[config.mk]
export PLATFORM = sky130hd
export DESIGN_NAME = regbank_reader
export DESIGN_NICKNAME = d
export VERILOG_FILES = /design/src/rtl/regbank_reader.sv
export SDC_FILE = /design/constraint.sdc
export NUM_CORES = 1
export LEC_CHECK = 0
export ABC_AREA = 1
export ABC_CLOCK_PERIOD_IN_PS = 3200
export CELL_PAD_IN_SITES_DETAIL_PLACEMENT = 0
export CELL_PAD_IN_SITES_GLOBAL_PLACEMENT = 1
export CORE_MARGIN = 2
export CORE_UTILIZATION = 40
export CTS_BUF_LIST = sky130_fd_sc_hd__clkbuf_4 sky130_fd_sc_hd__clkbuf_8 sky130_fd_sc_hd__clkbuf_16
export CTS_CLUSTER_SIZE = 24
export DETAILED_ROUTE_END_ITERATION = 12
export GPL_TIMING_DRIVEN = 0
export MAX_ROUTING_LAYER = met4
export PLACE_DENSITY = 0.84
export SLEW_MARGIN = 20
export SYNTH_ARGS = -nofsm -noshare
export SYNTH_HDL_FRONTEND = slang
export SYNTH_SLANG_ARGS = --single-unit
[constraint.sdc]
create_clock -name clk -period 3.2 [get_ports clk]
set_input_delay 0.64 -clock clk [delete_from_list [all_inputs] [get_ports clk]]
set_output_delay 0.64 -clock clk [all_outputs]
set_load 0.005 [all_outputs]
[src/rtl/regbank_reader.sv]
// regbank_reader: eight-entry register bank with reg8bit-style writes and a handshaked burst reader.
// Optional macro REGBANK_BYPASS_EN forwards a same-cycle write into the FETCH capture.

module regbank_reader #(
  parameter int DEPTH = 8,
  parameter int WIDTH = 8,
  localparam int AW = $clog2(DEPTH)
) (
  input  logic             clk,
  input  logic             rst_n,
  input  logic             enable,
  input  logic [AW-1:0]    wr_addr,
  input  logic [WIDTH-1:0] datain,
  input  logic             rd_req,
  input  logic [AW-1:0]    rd_addr,
  input  logic [AW-1:0]    rd_len,
  input  logic             rd_ready,
  output logic             rd_valid,
  output logic [WIDTH-1:0] dataout,
  output logic             rd_last,
  output logic             busy
);

  localparam logic [1:0] IDLE  = 2'd0;
  localparam logic [1:0] FETCH = 2'd1;
  localparam logic [1:0] HOLD  = 2'd2;

  logic [1:0]       state;
  logic [WIDTH-1:0] bank [DEPTH];
  logic [AW-1:0]    ptr;
  logic [AW-1:0]    left;
  logic [WIDTH-1:0] fetch_data;

`ifdef REGBANK_BYPASS_EN
  // A write landing on the register being fetched is forwarded so the beat sees the new value.
  always_comb begin
    fetch_data = bank[ptr];
    if (enable && (wr_addr == ptr)) begin
      fetch_data = datain;
    end
  end
`else
  always_comb begin
    fetch_data = bank[ptr];
  end
`endif

  assign busy = (state != IDLE);

  // Writes run every cycle regardless of the reader; ptr wraps naturally at AW bits.
  always_ff @(posedge clk) begin
    if (!rst_n) begin
      for (int i = 0; i < DEPTH; i++) begin
        bank[i] <= '0;
      end
      state    <= IDLE;
      ptr      <= '0;
      left     <= '0;
      dataout  <= '0;
      rd_valid <= 1'b0;
      rd_last  <= 1'b0;
    end else begin
      if (enable) begin
        bank[wr_addr] <= datain;
      end
      case (state)
        IDLE: begin
          if (rd_req) begin
            ptr   <= rd_addr;
            left  <= rd_len;
            state <= FETCH;
          end
        end
        FETCH: begin
          dataout  <= fetch_data;
          rd_valid <= 1'b1;
          rd_last  <= (left == '0);
          state    <= HOLD;
        end
        HOLD: begin
          if (rd_ready) begin
            rd_valid <= 1'b0;
            if (left != '0) begin
              ptr   <= ptr + 1'b1;
              left  <= left - 1'b1;
              state <= FETCH;
            end else begin
              rd_last <= 1'b0;
              state   <= IDLE;
            end
          end
        end
        default: begin
          state <= IDLE;
        end
      endcase
    end
  end

endmodule
* Word-level counts from Yosys, hierarchy flattened *
Memory sizes are Yosys's and may differ from the RTL's. A register that Yosys moved wholly into a read port is not among the register bits.
Cells that the tools add are included.

storage, ports and cells
  register bits = 10
  bits in latches = 0
  memory bits (writable) = 64
  bits in read-only memories = 0
  input bits = 22
  output and inout bits = 11
  word-level logic and storage cells = 50
  memories = 1

cells by class
  add/sub/neg operators = 2
  multipliers = 0
  div/mod/pow operators = 0
  order comparisons = 0
  eq/ne operators = 6
  shift operators = 0
  muxes and demuxes = 24
  bitwise gates (word level) = 0
  reductions and logical operators = 12

memories
  memory  depth  width  rd ports  clocked after memory_dff  wr ports  RTL line  source
  bank    8      8      1         1                         8         29        logic [WIDTH-1:0] bank [DEPTH];

operators by type and width
  cell                                                 number
  2-to-1 mux 3 bit                                     7
  case mux 3 bit (2 select lines)                      2
  2-to-1 mux 1 bit                                     9
  2-to-1 mux 8 bit                                     1
  != test 2 bit, second input constant                 4
  OR reduction 8 bit                                   1
  case mux 2 bit (3 select lines)                      1
  nonzero test 2 bit                                   3
  2-to-1 mux 2 bit                                     2
  case mux 1 bit (2 select lines)                      2
  AND reduction 2 bit                                  2
  AND reduction 4 bit                                  1
  adder 3 x 1 -> 3 bit, second input constant          1
  zero test 3 bit                                      1
  AND reduction 3 bit                                  1
  nonzero test 3 bit                                   1
  subtractor 3 x 1 -> 3 bit, second input constant     1
  equality test 2 x 1 -> 1 bit, second input constant  1
  equality test 2 bit, second input constant           1
  zero test 2 bit                                      1
  zero test 1 bit                                      1

* Logic depth before layout (Yosys ltp) *
Gate-level depths: netlist of run 1.

  depth after elaboration = 5
  depth in mapped cells = 10
  mapped depth without buffers = 10

* Least setup slack after synthesis of run 1 *
Ideal clock, no wire load.

  path type = input-to-reg
  start = in rst_n
  end = mem bank[0][0] (enable)
  library setup time = 0.329 ns
  data arrival time = 1.247 ns
  data required time = 2.871 ns
  setup slack = 1.624 ns
  stages = 4
  path buffers = 0
  cell sequence = nand2_1 nor2_4 nand2_2 nand2_1

RTL lines
  what         RTL line  source
  from (decl)  10        input logic rst_n,
  to (decl)    29

==> flow_summary.ini, run 1 <==
[setup_path]
worstSetupPathType = in2reg
worst-endpoint-arrival_ns = 2.25
path_cells = clkdlybuf4s50_1 -> nand2_1 -> nor2_4 -> nand2_2 -> nand2_1
crit_path_top_delay_cell = sky130_fd_sc_hd__clkdlybuf4s50_1
cp_top_family = simple AND/OR/NAND/NOR gates
critical_path.max_stage_delay_ns = 0.68
crit_path_frequent_cell = sky130_fd_sc_hd__nand2_1
critical_path.startpoint_type = primary input
crit_buf_inv = 1
critical_path_required_ns = 3.21
timing.critical_path.to_type = flop
critPathMaxFanout = 9

[final_layout]
post_layout_nonfiller_instances = 655
leading_cell_types_in_the_layout_fill_and_taps_excluded = sky130_fd_sc_hd__nand2_1 (110), sky130_fd_sc_hd__inv_1 (83), sky130_fd_sc_hd__nor2_1 (81)
filler_cells_inserted = 958
area_occupied_by_multi_input_gates_um2 = 1270
mostFrequentLayoutCell = sky130_fd_sc_hd__nand2_1
syn_to_final_growth_pct = 16.29
post_route_cells_drive_above_1_share_pct = 9.770
antenna-diode-count = 0
final_non_filler_cell_area_um2 = 4618
area.sequential_um2 = 2282
number_of_nets_in_the_final_layout = 542

[floorplanning]
ioPinCount = 33
die_w_um = 103.6
floorplan.die_area_um2 = 10740
start_util_pct = 41.01
dieHeight_um = 103.6
rows = 36
core_footprint_um2 = 9684

[clock_network]
number_of_buffers_inserted_during_clock_tree_synthesis = 9
clock_tree.htree_level_count = 3
cts.path.max_buffers = 2
worst_skew_pair.late_latency_ns = 0.35
cts_root_buffer = sky130_fd_sc_hd__clkbuf_8
cts_tree = done
cts_post_setup_buffers_inserted = 0
post_cts_hold_buffer_count = 0
sink_count = 82
worst_setup_hold_path_clk_slew_ns = 0.08
number_of_gates_resized_after_cts = 0

[synthesis]
syn-instance-count = 474
synth.yosys.seq_area_share_pct = 57.47
ys_types = 20
yosys.area.top_type = sky130_fd_sc_hd__edfxtp_1
post_synth_instance_area_um2 = 3971
synth_simple_gate_area_share_pct = 27.69
syn_avg_cell_area_um2 = 8.378
dominant_combinational_cell_family_by_area_after_synthesis = simple AND/OR/NAND/NOR gates
synth.mux.area_fraction_pct = 0
yosys.area_share.xor_xnor_pct = 0
yosys.area.top_type_share_pct = 48.39
synth_top_cells_by_area = sky130_fd_sc_hd__edfxtp_1 (48%), sky130_fd_sc_hd__nand2_1 (10%), sky130_fd_sc_hd__dfxtp_1 (9.1%), sky130_fd_sc_hd__inv_1 (7.8%), sky130_fd_sc_hd__nor2_1 (7.7%)
synth-compound-area-share_pct = 3.340
yosys.area_share.adder_pct = 0.9452
postSynthRegisterBits = 82
yosysWarningCount = 0
mappedNetlistNets = 499

[place]
detailed_place.area_um2 = 4458
post-place-cells = 639
dp_slack_ns = 0.5899
portBuffers = 32
place_hpwl_mm = 6.518
globalplace.congestion = 0.8102

[drt]
drt-wirelength-per-cell_um = 13.55
post-route-drc-count = 0
vias_after_detailed_routing = 2994
post_drt_via_cell_ratio = 4.571
firstDrtPassIters = 4
drt_wirelength_mm = 8.873
antenna_violating_nets_post_route = 0
dr.first_iter.drc_count = 164

[sta]
clock.fmax_mhz = 447.8
final_worst_path_cycle_share_pct = 69.79
worst_pin_slew_ns = 0.3984
setup_viol_count_final = 0
setup_ws_ns = 0.9667
finalHoldViolCount = 0
period_minus_slack_ns = 2.233
unrepaired_setup_endpoints_after_global_routing = false
setup_total_negative_slack_ns = 0
worst_clock_skew_ns = 0.004907
slew-limit-headroom_pct = 73.41
finalMaxSlewViolations = 0

[power_and_ir_drop]
pwr_density_cell_nw_per_um2 = 543.0
total_leakage_power_nw = 2.141
peakVddDrop_mv = 0.2199

[global_route]
grt.overflow.total = 0
track_usage_pct = 17.72
via_count_of_the_first_global_routing_pass = 2881
antenna_found_initial = 0
grt_start_max_net_pins = 14
wire_length_of_the_first_global_routing_pass_mm = 14.49

[run]
drv_cap = 0

[outcome]
outcome = completed

[min_path]
min-delay-path-class = reg2reg
-- cells by family after synthesis --
kind of cell | count (synthesis)
AO/OA/AOI/OAI | 26
adder cells (fa/ha/maj) | 3
buffers and inverters | 104
AND/OR/NAND/NOR | 259
flip-flops | 82
-- area by class of cell --
type	instances	area share, %
Buffer	14	1.761
Clock buffer	9	2.682
Clock inverter	7	0.7857
Inverter	90	7.315
Multi-Input combinational cell	288	27.50
Sequential cell	82	49.42
Tap cell	133	3.603
Timing Repair Buffer	32	6.936
-- layer usage --
| metal | wire length (µm) | global-route usage [%] | vias up |
|---|---|---|---|
| met5 | 0 | - | - |
| met4 | 125 | 6.757 | 0 |
| met3 | 548 | 2.958 | 8 |
| met2 | 4288 | 28.43 | 89 |
| met1 | 3910 | 22.68 | 1337 |
| li1 | - | - | 1560 |
-- metrics by stage --
stage	power [mW]	util, %	hold WS (ns)
floorplan	1.678	-	0.4531
global placement	1.878	46.03	0.4492
detailed placement	1.890	46.03	0.4521
CTS	2.520	47.69	0.4633
global route	2.639	47.69	0.4898
finish	2.508	47.69	0.4646
-- synth_stat cells --
cell type and count:
sky130_fd_sc_hd__buf_2 11, sky130_fd_sc_hd__nand2_1 110, sky130_fd_sc_hd__inv_1 83, sky130_fd_sc_hd__nand2_2 10, sky130_fd_sc_hd__buf_4 2, sky130_fd_sc_hd__o21bai_1 1
sky130_fd_sc_hd__nand3b_1 1, sky130_fd_sc_hd__nor2_1 81, sky130_fd_sc_hd__a21oi_1 11, sky130_fd_sc_hd__o21ai_0 12, sky130_fd_sc_hd__edfxtp_1 64, sky130_fd_sc_hd__or2_2 2
sky130_fd_sc_hd__nor2_4 4, sky130_fd_sc_hd__nand3_1 51, sky130_fd_sc_hd__dfxtp_1 18, sky130_fd_sc_hd__buf_6 1, sky130_fd_sc_hd__o21ai_1 2, sky130_fd_sc_hd__ha_1 3
sky130_fd_sc_hd__inv_2 6, sky130_fd_sc_hd__clkinv_1 1
-- worst min-delay path, stage by stage, from the launching register on --
cell and delay, ns:
sky130_fd_sc_hd__dfxtp_1 0.32, sky130_fd_sc_hd__nand2_1 0.06, sky130_fd_sc_hd__a21oi_1 0.05
-- power breakdown --
part           switching [mW]  total, mW  internal [mW]  leakage (nW)
registers              0.0374       1.27           1.24         0.762
logic                   0.365      0.589          0.225          1.29
clock network           0.371      0.643          0.272        0.0860
total                   0.773       2.51           1.73          2.14
-- path summary, 6_finish.rpt --
check	depth (start not counted)	from	slack, ns	endpoint
worst max-delay path	5	rst_n	0.97	bank[3][2]
worst max register to register	10	left[0]	1.75	left[2]
worst min register to register	2	rd_last	0.46	rd_last
worst min-delay path	2	rd_last	0.46	rd_last
-- state kept, by name, summed over array words and instances (netlist names) --
name / count
left: 3
dataout: 8
bank: 64
rd_valid: 1
state: 2
ptr: 3
rd_last: 1
(Power assumes the default switching activity.)
==> run 2, diff against run 1 <==
--- a/config.mk
+++ b/config.mk
@@ -6,7 +6,7 @@
 export NUM_CORES = 1
 export LEC_CHECK = 0
 export ABC_AREA = 1
-export ABC_CLOCK_PERIOD_IN_PS = 3200
+export ABC_CLOCK_PERIOD_IN_PS = 2100
 export CELL_PAD_IN_SITES_DETAIL_PLACEMENT = 0
 export CELL_PAD_IN_SITES_GLOBAL_PLACEMENT = 1
 export CORE_MARGIN = 2
==> constraint.sdc (replaced) <==
create_clock -name clk -period 2.1 [get_ports clk]
set_input_delay 0.42 -clock clk [delete_from_list [all_inputs] [get_ports clk]]
set_output_delay 0.42 -clock clk [all_outputs]
set_load 0.005 [all_outputs]
==> flow_summary.ini, run 2 (synthesized netlist as in run 1, its figures left out) <==
[sta]
slew-limit-headroom_pct = 73.91
unrepaired_setup_endpoints_after_global_routing = false
finalHoldViolCount = 0
worst_clock_skew_ns = 0.004156
worst_pin_slew_ns = 0.3909
final_worst_path_cycle_share_pct = 96.09
finalMaxSlewViolations = 0
setup_total_negative_slack_ns = 0
clock.fmax_mhz = 495.6
period_minus_slack_ns = 2.018
setup_viol_count_final = 0
setup_ws_ns = 0.08219

[drt]
post_drt_via_cell_ratio = 4.563
drt-wirelength-per-cell_um = 13.52
firstDrtPassIters = 4
dr.first_iter.drc_count = 150
drt_wirelength_mm = 8.855
antenna_violating_nets_post_route = 0
vias_after_detailed_routing = 2989
post-route-drc-count = 0

[setup_path]
critical_path.startpoint_type = primary input
cp_top_family = simple AND/OR/NAND/NOR gates
path_cells = clkdlybuf4s50_1 -> nand2_1 -> nor2_4 -> nand2_2 -> nand2_1
worst_r2r_startpoint = left[0]
r2r_worst_path_depth = 10
critPathMaxFanout = 9
critical_path_required_ns = 2.10
crit_path_top_delay_cell = sky130_fd_sc_hd__clkdlybuf4s50_1
ff2ff_setup_slack_ns = 0.65
worst-endpoint-arrival_ns = 2.02
worstSetupPathType = in2reg
timing.critical_path.to_type = flop
crit_buf_inv = 1
critical_path.max_stage_delay_ns = 0.68
crit_path_frequent_cell = sky130_fd_sc_hd__nand2_1
reg2reg_to = left[2]

[min_path]
holdPathEnd = rd_last
holdCritStartpoint = rd_last
min_delay_path_depth = 2
min-delay-path-class = reg2reg

[floorplanning]
start_util_pct = 41.01
die_w_um = 103.6
floorplan.die_area_um2 = 10740
ioPinCount = 33
rows = 36
dieHeight_um = 103.6
core_footprint_um2 = 9684

[power_and_ir_drop]
relative_contribution_of_combinational_cells_to_total_power_pct = 23.6
p_sw_mw = 1.174
fin_total_pwr_mw = 3.817
pwr_density_cell_nw_per_um2 = 826.1
peakVddDrop_mv = 0.3364
internal_power_mw = 2.643
power_frac_seq_pct = 50.9
power.share.switching_pct = 30.75
power.clock.fraction_pct = 25.6
total_leakage_power_nw = 2.141

[final_layout]
final_non_filler_cell_area_um2 = 4621
leading_cell_types_in_the_layout_fill_and_taps_excluded = sky130_fd_sc_hd__nand2_1 (109), sky130_fd_sc_hd__inv_1 (83), sky130_fd_sc_hd__nor2_1 (81)
post_route_cells_drive_above_1_share_pct = 9.962
largest_reg_flops = 64
largestRegisters = bank: 64 flops, dataout: 8 flops
antenna-diode-count = 0
top_register = bank
syn_to_final_growth_pct = 16.35
mostFrequentLayoutCell = sky130_fd_sc_hd__nand2_1
final_util_pct = 47.71
number_of_nets_in_the_final_layout = 542
filler_cells_inserted = 957

[place]
detailed_place.area_um2 = 4458
dp_slack_ns = -0.2901
place_hpwl_mm = 6.518
portBuffers = 32
globalplace.congestion = 0.8102

[global_route]
antenna_found_initial = 0
via_count_of_the_first_global_routing_pass = 2881
grt_start_max_net_pins = 14
grt.overflow.total = 0
wire_length_of_the_first_global_routing_pass_mm = 14.49
track_usage_pct = 17.72

[clock_network]
sink_count = 82
post_cts_hold_buffer_count = 0
cts.path.max_buffers = 2
cts_tree = done
cts_root_buffer = sky130_fd_sc_hd__clkbuf_8
worst_setup_hold_path_clk_slew_ns = 0.08
worst_skew_pair.late_latency_ns = 0.34
cts_post_setup_buffers_inserted = 0
clock_tree.htree_level_count = 3
number_of_buffers_inserted_during_clock_tree_synthesis = 9
number_of_gates_resized_after_cts = 0

[run]
drv_cap = 0

[outcome]
outcome = completed
-- run 2: cell counts in the layout (fill, tap and decap cells not counted) --
Identical to the previous run, type by type.
-- run 2: stage by stage --
stage               std cells  hold WS [ns]
floorplan                 474        0.4531
global placement          639        0.4492
detailed placement        639        0.4521
CTS                       655        0.4633
global route              655        0.4898
finish                    655        0.4642
-- run 2: worst min-delay path, delay by kind of cell, from the launching register on --
| kind | cells | cell delay, ns |
|---|---|---|
| and+or+nand+nor | 1 | 0.06 |
| DFF | 1 | 0.31 |
| AOI/OAI and AO/OA | 1 | 0.05 |
-- run 2: worst max-delay path by stage --
stage,start,endpoint,cells after the start
3_5_place_dp,rst_n,bank[3][7],5
6_report,rst_n,bank[2][4],5
4_1_cts,rst_n,bank[3][2],5
2_1_floorplan,rst_n,bank[0][0],4
3_3_place_gp,rst_n,bank[3][2],5
5_1_grt,rst_n,bank[2][4],5
-- run 2: area by class of cell --
cell class | count | area [µm²] | area share [%]
sequential | 82 | 2282 | 49.39
inverter | 90 | 337.8 | 7.311
buffer | 14 | 81.33 | 1.760
tap | 133 | 166.4 | 3.601
multi-input combinational | 288 | 1272 | 27.54
clock buffer | 9 | 123.9 | 2.681
timing repair buffer | 32 | 320.3 | 6.932
clock inverter | 7 | 36.28 | 0.7853
-- run 2: power by group through the flow --
stage | clock network (mW) | logic [mW] | registers, mW
after floorplan | 0 | 0.588 | 1.97
after global placement | 0 | 0.886 | 1.97
after detailed placement | 0 | 0.898 | 1.98
after CTS | 0.991 | 0.905 | 1.94
after global routing | 1.04 | 1.02 | 1.96
final | 0.976 | 0.899 | 1.94
-- run 2: routing by layer --
metal  vias up  track usage [%]  wire length [µm]
li1       1560                -                 -
met1      1337            22.68              3959
met2        86            28.43              4271
met5         -                -                 0
met3         6            2.958               533
met4         0            6.757                91
==> run 3, diff against run 2 <==
--- a/config.mk
+++ b/config.mk
@@ -9,9 +9,8 @@
 export ABC_CLOCK_PERIOD_IN_PS = 2100
 export CELL_PAD_IN_SITES_DETAIL_PLACEMENT = 0
 export CELL_PAD_IN_SITES_GLOBAL_PLACEMENT = 1
-export CORE_MARGIN = 2
 export CORE_UTILIZATION = 40
-export CTS_BUF_LIST = sky130_fd_sc_hd__clkbuf_4 sky130_fd_sc_hd__clkbuf_8 sky130_fd_sc_hd__clkbuf_16
+export CTS_BUF_LIST = sky130_fd_sc_hd__clkbuf_4 sky130_fd_sc_hd__clkbuf_8
 export CTS_CLUSTER_SIZE = 24
 export DETAILED_ROUTE_END_ITERATION = 12
 export GPL_TIMING_DRIVEN = 0
==> flow_summary.ini, run 3 (synthesized netlist as in run 1, its figures left out) <==
[clock_network]
cts_tree = done
worst_skew_pair.late_latency_ns = 0.35
cts_root_buffer = sky130_fd_sc_hd__clkbuf_8
cts.path.max_buffers = 2
cts_post_setup_buffers_inserted = 0
worst_setup_hold_path_clk_slew_ns = 0.08
post_cts_hold_buffer_count = 0
clock_tree.htree_level_count = 3
number_of_gates_resized_after_cts = 0
sink_count = 82
number_of_buffers_inserted_during_clock_tree_synthesis = 9

[floorplanning]
floorplan.die_area_um2 = 10330
die_w_um = 101.6
start_util_pct = 41.01
ioPinCount = 33
dieHeight_um = 101.6
rows = 36
core_footprint_um2 = 9684

[power_and_ir_drop]
relative_contribution_of_combinational_cells_to_total_power_pct = 21.5
total_leakage_power_nw = 2.175
internal_power_mw = 3.044
fin_total_pwr_mw = 4.246
power_frac_seq_pct = 45.7
pwr_density_cell_nw_per_um2 = 903.0
power.share.switching_pct = 28.30
peakVddDrop_mv = 0.4325
power.clock.fraction_pct = 32.8
p_sw_mw = 1.202

[final_layout]
antenna-diode-count = 0
final_non_filler_cell_area_um2 = 4702
top_register = bank
largestRegisters = bank: 64 flops, dataout: 8 flops
largest_reg_flops = 64
mostFrequentLayoutCell = sky130_fd_sc_hd__nand2_1
syn_to_final_growth_pct = 18.40
leading_cell_types_in_the_layout_fill_and_taps_excluded = sky130_fd_sc_hd__nand2_1 (109), sky130_fd_sc_hd__inv_1 (83), sky130_fd_sc_hd__nor2_1 (81)
filler_cells_inserted = 929
post_route_cells_drive_above_1_share_pct = 10.15
number_of_nets_in_the_final_layout = 542

[min_path]
holdCritStartpoint = rd_last
holdPathEnd = rd_last
min_delay_path_depth = 2
min-delay-path-class = reg2reg

[sta]
finalHoldViolCount = 0
worst_clock_skew_ns = 0.007876
finalHoldWorstSlack_ns = 0.4613
unrepaired_setup_endpoints_after_global_routing = false
finalMaxSlewViolations = 0
worst_pin_slew_ns = 0.3997
period_minus_slack_ns = 1.969
final_worst_path_cycle_share_pct = 93.78
slew-limit-headroom_pct = 73.32
clock.fmax_mhz = 507.8
setup_viol_count_final = 0

[run]
drv_cap = 0

[setup_path]
critical_path_required_ns = 2.12
worstSetupPathType = in2reg
critPathMaxFanout = 9
worst-endpoint-arrival_ns = 1.99
critical_path.startpoint_type = primary input
ff2ff_setup_slack_ns = 0.67
r2r_worst_path_depth = 10
worst_r2r_startpoint = left[0]
timing.critical_path.to_type = flop
reg2reg_to = ptr[2]

[drt]
vias_after_detailed_routing = 3085
firstDrtPassIters = 5
post-route-drc-count = 0
antenna_violating_nets_post_route = 0
drt_wirelength_mm = 8.971
post_drt_via_cell_ratio = 4.710
dr.first_iter.drc_count = 166
drt-wirelength-per-cell_um = 13.70

[global_route]
grt.overflow.total = 0
globalRouteMet2Util_pct = 31.60
wire_length_of_the_first_global_routing_pass_mm = 14.40
track_usage_pct = 19.77
via_count_of_the_first_global_routing_pass = 2870
global_route.usage.met3_pct = 4.279
globalRouteMet1Util_pct = 24.27
grt_start_max_net_pins = 14
antenna_found_initial = 0
globalRoute.busiestLayer = met2

[place]
detailed_place.area_um2 = 4458
place_hpwl_mm = 6.349
portBuffers = 32
globalplace.congestion = 0.8202

[outcome]
outcome = completed
## run 3: layer usage
metal  up-vias  wire, µm  share of wire [%]
met1      1407      4086                 46
met4         0       112                1.2
met3        13       529                5.9
li1       1559         -                  -
met5         -         0                  0
met2       106      4243                 47
## run 3: worst max path at each step
| stage | slack, ns | end | startpoint | cells past startpoint |
|---|---|---|---|---|
| finish | 0.13 | bank[2][1] | rst_n | 5 |
| global route | 0.006 | bank[2][5] | rst_n | 5 |
| CTS | 0.10 | bank[3][6] | rst_n | 5 |
| detailed placement | -0.27 | bank[3][7] | rst_n | 5 |
| global placement | -0.22 | bank[3][7] | rst_n | 5 |
| floorplan | 0.74 | bank[0][0] | rst_n | 4 |
## run 3: stage by stage
| step | TNS (ns) | setup WS, ns | utilization [%] | instances |
|---|---|---|---|---|
| 3_3_place_gp | -11.38 | -0.2186 | 46.03 | 639 |
| 2_1_floorplan | 0 | 0.7442 | - | 474 |
| 6_report | 0 | 0.1307 | 48.55 | 655 |
| 4_1_cts | 0 | 0.1037 | 48.53 | 655 |
| 3_5_place_dp | -13.98 | -0.2652 | 46.03 | 639 |
| 5_1_grt | 0 | 0.006233 | 48.55 | 655 |
## run 3: critical path, stage by stage
cell,delay (ns)
sky130_fd_sc_hd__clkdlybuf4s50_1,0.67
sky130_fd_sc_hd__nand2_1,0.21
sky130_fd_sc_hd__nor2_4,0.19
sky130_fd_sc_hd__nand2_2,0.17
sky130_fd_sc_hd__nand2_1,0.31
## run 3: final cells by class
| type | count | area, µm² | share of cell area [%] |
|---|---|---|---|
| flip-flops and latches | 82 | 2282 | 48.54 |
| multi-input cells | 288 | 1272 | 27.06 |
| inverters | 90 | 337.8 | 7.185 |
| repair buffers | 32 | 320.3 | 6.812 |
| well taps | 133 | 166.4 | 3.539 |
| clock buffers | 11 | 138.9 | 2.954 |
| clock inverters | 5 | 102.6 | 2.182 |
| plain buffers | 14 | 81.33 | 1.730 |
## run 3: power groups by stage
stage | clock, mW | combinational, mW | sequential (mW)
after CTS | 1.39 | 0.916 | 1.94
after global routing | 1.46 | 1.03 | 1.96
after floorplan | 0 | 0.588 | 1.97
after detailed placement | 0 | 0.908 | 1.98
after global placement | 0 | 0.893 | 1.97
final | 1.39 | 0.913 | 1.94
